**src/rtl/sprite_mover_param.sv**
```systemverilog
// Sprite position controller: tick-paced moves checked against a walk map,
// platform lifts, and erase/redraw handshakes with the sprite drawer.
module sprite_mover_param #(
  parameter int unsigned X_W         = 9,
  parameter int unsigned Y_W         = 8,
  parameter int unsigned SCREEN_W    = 320,
  parameter int unsigned SCREEN_H    = 240,
  parameter int unsigned START_X     = 95,
  parameter int unsigned START_Y     = 221,
  parameter int unsigned STEP        = 1,
  parameter int unsigned TICK_DIV    = 6250000,
  parameter int unsigned QRY_TIMEOUT = 15
) (
  input  logic           clock,
  input  logic           resetn,
  input  logic           move,
  input  logic [1:0]     dir,
  input  logic           lift_req,
  input  logic [Y_W-1:0] lift_dy,
  output logic           qry_valid,
  output logic [X_W-1:0] qry_x,
  output logic [Y_W-1:0] qry_y,
  input  logic           rsp_valid,
  input  logic           rsp_ok,
  input  logic           rsp_tele,
  input  logic [X_W-1:0] rsp_tx,
  input  logic [Y_W-1:0] rsp_ty,
  output logic           drawBG,
  input  logic           doneBG,
  output logic           drawChar,
  input  logic           doneChar,
  output logic [X_W-1:0] xCoordinate,
  output logic [Y_W-1:0] yCoordinate,
  output logic           busy
);

  localparam int unsigned XC_W   = X_W + 1;
  localparam int unsigned YC_W   = Y_W + 1;
  localparam int unsigned TICK_W = (TICK_DIV > 1) ? $clog2(TICK_DIV) : 1;
  localparam int unsigned TO_W   = (QRY_TIMEOUT > 1) ? $clog2(QRY_TIMEOUT) : 1;

  localparam logic [2:0] S_IDLE      = 3'd0;
  localparam logic [2:0] S_QUERY     = 3'd1;
  localparam logic [2:0] S_WAIT_RSP  = 3'd2;
  localparam logic [2:0] S_ERASE     = 3'd3;
  localparam logic [2:0] S_WAIT_BG   = 3'd4;
  localparam logic [2:0] S_UPDATE    = 3'd5;
  localparam logic [2:0] S_DRAW      = 3'd6;
  localparam logic [2:0] S_WAIT_CHAR = 3'd7;

  logic [2:0]        state_q, state_d;
  logic [TICK_W-1:0] tick_cnt_q, tick_cnt_d;
  logic [TO_W-1:0]   wait_cnt_q, wait_cnt_d;
  logic              pend_q, pend_d;
  logic [Y_W-1:0]    pend_dy_q, pend_dy_d;
  logic [X_W-1:0]    cand_x_q, cand_x_d;
  logic [Y_W-1:0]    cand_y_q, cand_y_d;
  logic [X_W-1:0]    tgt_x_q, tgt_x_d;
  logic [Y_W-1:0]    tgt_y_q, tgt_y_d;
  logic [X_W-1:0]    x_q, x_d;
  logic [Y_W-1:0]    y_q, y_d;
  logic              qry_valid_q, qry_valid_d;
  logic              draw_bg_q, draw_bg_d;
  logic              draw_char_q, draw_char_d;
  logic              busy_q, busy_d;

  logic              tick_c;
  logic [XC_W-1:0]   cx_c;
  logic [YC_W-1:0]   cy_c;
  logic              cand_oob_c;
  logic              lift_go_c;
  logic [Y_W-1:0]    eff_dy_c;
  logic [Y_W-1:0]    lift_y_c;

  assign tick_c = (tick_cnt_q == TICK_W'(TICK_DIV - 1));

  // Candidate is formed one bit wider so underflow and overshoot stay visible
  always_comb begin
    cx_c = dir[0] ? ({1'b0, x_q} - XC_W'(STEP)) : ({1'b0, x_q} + XC_W'(STEP));
    cy_c = dir[1] ? ({1'b0, y_q} - YC_W'(STEP)) : ({1'b0, y_q} + YC_W'(STEP));
    cand_oob_c = (dir[0] && ({1'b0, x_q} < XC_W'(STEP))) ||
                 (dir[1] && ({1'b0, y_q} < YC_W'(STEP))) ||
                 (cx_c == '0) || (cy_c == '0) ||
                 (cx_c >= XC_W'(SCREEN_W)) || (cy_c >= YC_W'(SCREEN_H));
  end

  // A pending lift uses the shift amount captured when it was first requested
  always_comb begin
    lift_go_c = pend_q || lift_req;
    eff_dy_c  = pend_q ? pend_dy_q : lift_dy;
    lift_y_c  = (eff_dy_c > y_q) ? '0 : (y_q - eff_dy_c);
  end

  always_comb begin
    state_d     = state_q;
    tick_cnt_d  = tick_c ? '0 : (tick_cnt_q + TICK_W'(1));
    wait_cnt_d  = wait_cnt_q;
    pend_d      = pend_q;
    pend_dy_d   = pend_dy_q;
    cand_x_d    = cand_x_q;
    cand_y_d    = cand_y_q;
    tgt_x_d     = tgt_x_q;
    tgt_y_d     = tgt_y_q;
    x_d         = x_q;
    y_d         = y_q;

    if (state_q == S_IDLE) begin
      pend_d = 1'b0;
    end else if (lift_req && !pend_q) begin
      pend_d    = 1'b1;
      pend_dy_d = lift_dy;
    end

    case (state_q)
      S_IDLE: begin
        if (lift_go_c) begin
          tgt_x_d = x_q;
          tgt_y_d = lift_y_c;
          state_d = S_ERASE;
        end else if (move && tick_c && !cand_oob_c) begin
          cand_x_d = cx_c[X_W-1:0];
          cand_y_d = cy_c[Y_W-1:0];
          state_d  = S_QUERY;
        end
      end
      S_QUERY: begin
        wait_cnt_d = '0;
        state_d    = S_WAIT_RSP;
      end
      S_WAIT_RSP: begin
        if (rsp_valid) begin
          if (rsp_tele) begin
            tgt_x_d = rsp_tx;
            tgt_y_d = rsp_ty;
            state_d = S_ERASE;
          end else if (rsp_ok) begin
            tgt_x_d = cand_x_q;
            tgt_y_d = cand_y_q;
            state_d = S_ERASE;
          end else begin
            state_d = S_IDLE;
          end
        end else if (wait_cnt_q == TO_W'(QRY_TIMEOUT - 1)) begin
          state_d = S_IDLE;
        end else begin
          wait_cnt_d = wait_cnt_q + TO_W'(1);
        end
      end
      S_ERASE:     state_d = S_WAIT_BG;
      S_WAIT_BG:   if (doneBG) state_d = S_UPDATE;
      S_UPDATE: begin
        x_d     = tgt_x_q;
        y_d     = tgt_y_q;
        state_d = S_DRAW;
      end
      S_DRAW:      state_d = S_WAIT_CHAR;
      S_WAIT_CHAR: if (doneChar) state_d = S_IDLE;
      default:     state_d = S_IDLE;
    endcase

    qry_valid_d = (state_d == S_QUERY);
    draw_bg_d   = (state_d == S_ERASE) || (state_d == S_WAIT_BG);
    draw_char_d = (state_d == S_DRAW) || (state_d == S_WAIT_CHAR);
    busy_d      = (state_d != S_IDLE);
  end

  always_ff @(posedge clock) begin
    if (!resetn) begin
      state_q     <= S_IDLE;
      tick_cnt_q  <= '0;
      wait_cnt_q  <= '0;
      pend_q      <= 1'b0;
      pend_dy_q   <= '0;
      cand_x_q    <= '0;
      cand_y_q    <= '0;
      tgt_x_q     <= '0;
      tgt_y_q     <= '0;
      x_q         <= X_W'(START_X);
      y_q         <= Y_W'(START_Y);
      qry_valid_q <= 1'b0;
      draw_bg_q   <= 1'b0;
      draw_char_q <= 1'b0;
      busy_q      <= 1'b0;
    end else begin
      state_q     <= state_d;
      tick_cnt_q  <= tick_cnt_d;
      wait_cnt_q  <= wait_cnt_d;
      pend_q      <= pend_d;
      pend_dy_q   <= pend_dy_d;
      cand_x_q    <= cand_x_d;
      cand_y_q    <= cand_y_d;
      tgt_x_q     <= tgt_x_d;
      tgt_y_q     <= tgt_y_d;
      x_q         <= x_d;
      y_q         <= y_d;
      qry_valid_q <= qry_valid_d;
      draw_bg_q   <= draw_bg_d;
      draw_char_q <= draw_char_d;
      busy_q      <= busy_d;
    end
  end

  assign qry_valid   = qry_valid_q;
  assign qry_x       = cand_x_q;
  assign qry_y       = cand_y_q;
  assign drawBG      = draw_bg_q;
  assign drawChar    = draw_char_q;
  assign xCoordinate = x_q;
  assign yCoordinate = y_q;
  assign busy        = busy_q;

endmodule

```
**config.mk**
```make
export PLATFORM = sky130hd
export DESIGN_NAME = sprite_mover_param
export DESIGN_NICKNAME = d
export VERILOG_FILES = /design/src/rtl/sprite_mover_param.sv
export SDC_FILE = /design/constraint.sdc
export NUM_CORES = 1
export LEC_CHECK = 0
export CORE_MARGIN = 5
export CORE_UTILIZATION = 35
export CTS_CLUSTER_SIZE = 24
export DETAILED_ROUTE_END_ITERATION = 7
export GPL_ROUTABILITY_DRIVEN = 0
export SLEW_MARGIN = 30
export SYNTH_ARGS = -nofsm -noshare
export SYNTH_HDL_FRONTEND = slang
export SYNTH_SLANG_ARGS = --single-unit
export TNS_END_PERCENT = 30
```
**constraint.sdc**
```tcl
create_clock -name clock -period 5 [get_ports clock]
set_input_delay 1.5 -clock clock [delete_from_list [all_inputs] [get_ports clock]]
set_output_delay 1.5 -clock clock [all_outputs]
set_load 0.05 [all_outputs]
```
==> summary.txt <==
Yosys
  – Post-synth top area cell: dfxtp_1
  – Cell area after synthesis: 0.00515 mm²
  – Synth Instances: 638
  – Seq/Total Area, Yosys: ~37%
  – Mapped Nets: 690
  – Synth warn: 0
  – Top cell type's share of synthesized area: between 30% and 40%
  – Main area contributors after synthesis: dfxtp_1 (37%), mux2i_1 (9.9%), nand2_1 (7.6%)
  – Post-synth EDFFs: 0
  – Average size of a mapped cell: 8.08 µm²
  – Most common flop cell mapped by yosys: dfxtp_1
  – Yosys reg bits: 94
  – Cell variety after synth: 62
  – Async set-reset flop share out of synthesis: 0%

Clock network
  – Worst-path clk slew: 70 ps
  – H-tree Lvls: 3
  – Worst skew pair latency: 350 ps
  – Post-CTS Repair Setup Buffers: 0
  – Max clock buf depth: 2
  – Total CTS buffers: 9
  – CTS root buf: clkbuf_16
  – Clock Sinks: 94
  – # hold bufs at CTS: 0
  – CTS tree: built
  – Post-CTS Resized: 0

Final layout
  – Layout area overhead: 22.2%
  – Fin cells: ~900
  – Commonest non-fill, non-tap cell in the layout: nand2_1
  – Antenna cells: 0
  – Design area: 0.00630 mm²
  – Most frequent cells in the layout: nand2_1 (105), dfxtp_1 (94), clkdlybuf4s50_1 (72)
  – Share of layout cells above drive strength 1: under 10%
  – Nets@finish: 743

Power
  – Comb pwr share: 21.7%
  – Internal power: between 1 and 1.5 mW
  – Maximum vdd drop: 162 µV
  – NetSw: 0.631 mW
  – Switching share of power: 31.4%
  – Cell Pwr Density: 319 mW/mm²
  – Leakage: 2.51 nW
  – Sequential Power Share: 42.8%
  – Clock power frac: a little over a third

Die
  – Starting density of the core: roughly 36%
  – Die Wd: 131 µm
  – Area of the core: around 0.014 mm²
  – Boundary pin count: 74
  – Die Y: between 100 and 150 µm
  – Die ar.: 0.0173 mm²
  – Floorplan row count: 44

Placed design
  – Port bufs: 73
  – Post-DP HPWL: 9850 µm
  – Dpl cells: between 800 and 900
  – Area after DPL: between 0.005 and 0.006 mm²

GRT
  – Gr usage total: between 15 and 20%
  – Largest net degree at the start of global routing: 33
  – Remaining Overflow, GRT: 0
  – Antenna violations before repair: 0
  – Number of global-route vias before repair: 4403
  – First-pass GRT wire length: 22200 µm

Timing
  – TNS Setup: 0 ps
  – # setup viols final: 0
  – Max-slew headroom: 44.2%
  – Count of final hold-check violations: 0
  – F_max: 234 MHz
  – Clock Skews: 8.82 ps
  – RSZ-0062 raised after global routing: false
  – Final Critical Period: 4270 ps
  – Max-slew violation count: 0
  – Slew @ Worst Pin: 837 ps
  – Period utilisation layout: around 85%

Setup path
  – Kind of critical path: input pin to flip-flop
  – Crit-path max FO: 18
  – Crit path DAT: 4540 ps
  – CP max stage cell: clkdlybuf4s50_1
  – Slowest Stage Delay on Critical Path: 680 ps
  – CP Cell Sequence: clkdlybuf4s50_1 -> or3b_2 -> o22ai_1 -> xor2_1 -> or4_2 -> o31a_1 -> nand4_1 -> buf_4 -> mux2i_1
  – Critical Path Source Type: input pin
  – Critical path endpoint category: flip-flop
  – Crit path required time: 5270 ps

Route
  – Via-per-instance ratio: 5.28
  – DRC viols: 0
  – Final WL: 13400 µm
  – Initial DRC Count: roughly 330
  – DR pass1 iterations: 5
  – DR WL/cell: 15.3 µm
  – Vias post-DR: 4646
  – Final antenna-violating net count: 0

Run
  – Max Cap Viol: 0

Outcome
  – Status: finished clean

Min path
  – Hold Crit Class: flip-flop to flip-flop
## flip-flops by register name, summed over array words and instances, names as in the netlist
| signal | cells |
|---|---|
| state_q | 3 |
| qry_y | 8 |
| drawChar | 1 |
| busy | 1 |
| tick_cnt_q | 23 |
| qry_x | 9 |
| pend_q | 1 |
| tgt_y_q | 8 |
| wait_cnt_q | 4 |
| xCoordinate | 9 |
| yCoordinate | 8 |
| qry_valid | 1 |
| drawBG | 1 |
| pend_dy_q | 8 |
| tgt_x_q | 9 |
## final cells by class
cell class	count	area, µm²
inverter	18	67.6
multi-input combinational	487	3030
timing repair buffer	81	786
sequential	94	1880
clock inverter	7	82.6
fill	1429	8180
clock buffer	9	225
tap	184	230
## power by group through the flow
stage	Combinational [mW]	Clock, mW	Sequential (mW)
detailed placement	0.436	0	0.876
floorplan	0.299	0	0.875
finish	0.437	0.712	0.860
global placement	0.426	0	0.873
CTS	0.437	0.731	0.859
global route	0.484	0.760	0.868
## cells in the mapped netlist, drive strengths merged, types with 2 or more instances
cell and number:
or3 6, or4 4, a31oi 6, o22ai 9
nand4b 2, and3 11, or2 5, a21o 3
clkbuf 31, a211oi 3, o31a 2, nand3 26
a311oi 2, nor3 13, buf 8, xnor2 10
a21oi 32, mux2 2, a311o 2, nand2b 5
nand2 105, o311a 2, or4b 2, mux2i 51
o211ai 15, nor2 67, inv 18, o21ai 25
dfxtp 94, o21bai 3, ha 15, or3b 2
nor4 3, nor2b 2, o21a 2, nand4 8
xor2 27
## metrics by stage
stage	utilization (%)	worst slack, ps	hold WS (ps)	power [mW]
floorplan	-	1260	418	1.17
global placement	41.4	462	428	1.30
detailed placement	41.4	384	436	1.31
CTS	43.5	743	452	2.03
global route	43.5	588	470	2.11
finish	43.5	730	448	2.01
## worst max-delay path, delay by kind of cell
family | cells | cell delay (ps)
AND/OR/NAND/NOR | 3 | 1250
buffers and inverters | 2 | 970
AO/OA/AOI/OAI | 2 | 470
multiplexers | 1 | 230
XOR/XNOR | 1 | 110
## cell families (layout without fill, tap and decap cells)
group / count (synthesis) / after routing / synth area share [%]
AO/OA/AOI/OAI: 115 / 115 / 14.1
XOR/XNOR: 37 / 37 / 6.29
adder cells (fa/ha/maj): 16 / 16 / 4.03
buffers and inverters: 57 / 115 / 4.85
flip-flops: 94 / 94 / 36.5
multiplexers: 53 / 53 / 10.3
AND/OR/NAND/NOR: 266 / 266 / 23.9
## path summary, 6_finish.rpt
kind	slack [ps]	startpoint	end	cells after the start
setup / recovery	730	dir[1]	qry_y[4]$_SDFFE_PN0P_	9
hold / removal	450	tick_cnt_q[0]$_SDFF_PP0_	tick_cnt_q[0]$_SDFF_PP0_	1
hold reg to reg	450	tick_cnt_q[0]$_SDFF_PP0_	tick_cnt_q[0]$_SDFF_PP0_	1
setup reg to reg	1750	xCoordinate[2]$_SDFFE_PN1P_	qry_y[4]$_SDFFE_PN0P_	8
## metal layers
metal | track usage, % | vias to the layer above | share of wire, %
li1 | - | 2347 | -
met4 | 5.43 | 0 | 1.5
met1 | 20.6 | 2162 | 47
met2 | 24.4 | 121 | 45
met5 | 0 | - | 0
met3 | 3.75 | 16 | 5.9
No activity file was read; power rests on OpenSTA's default activity.
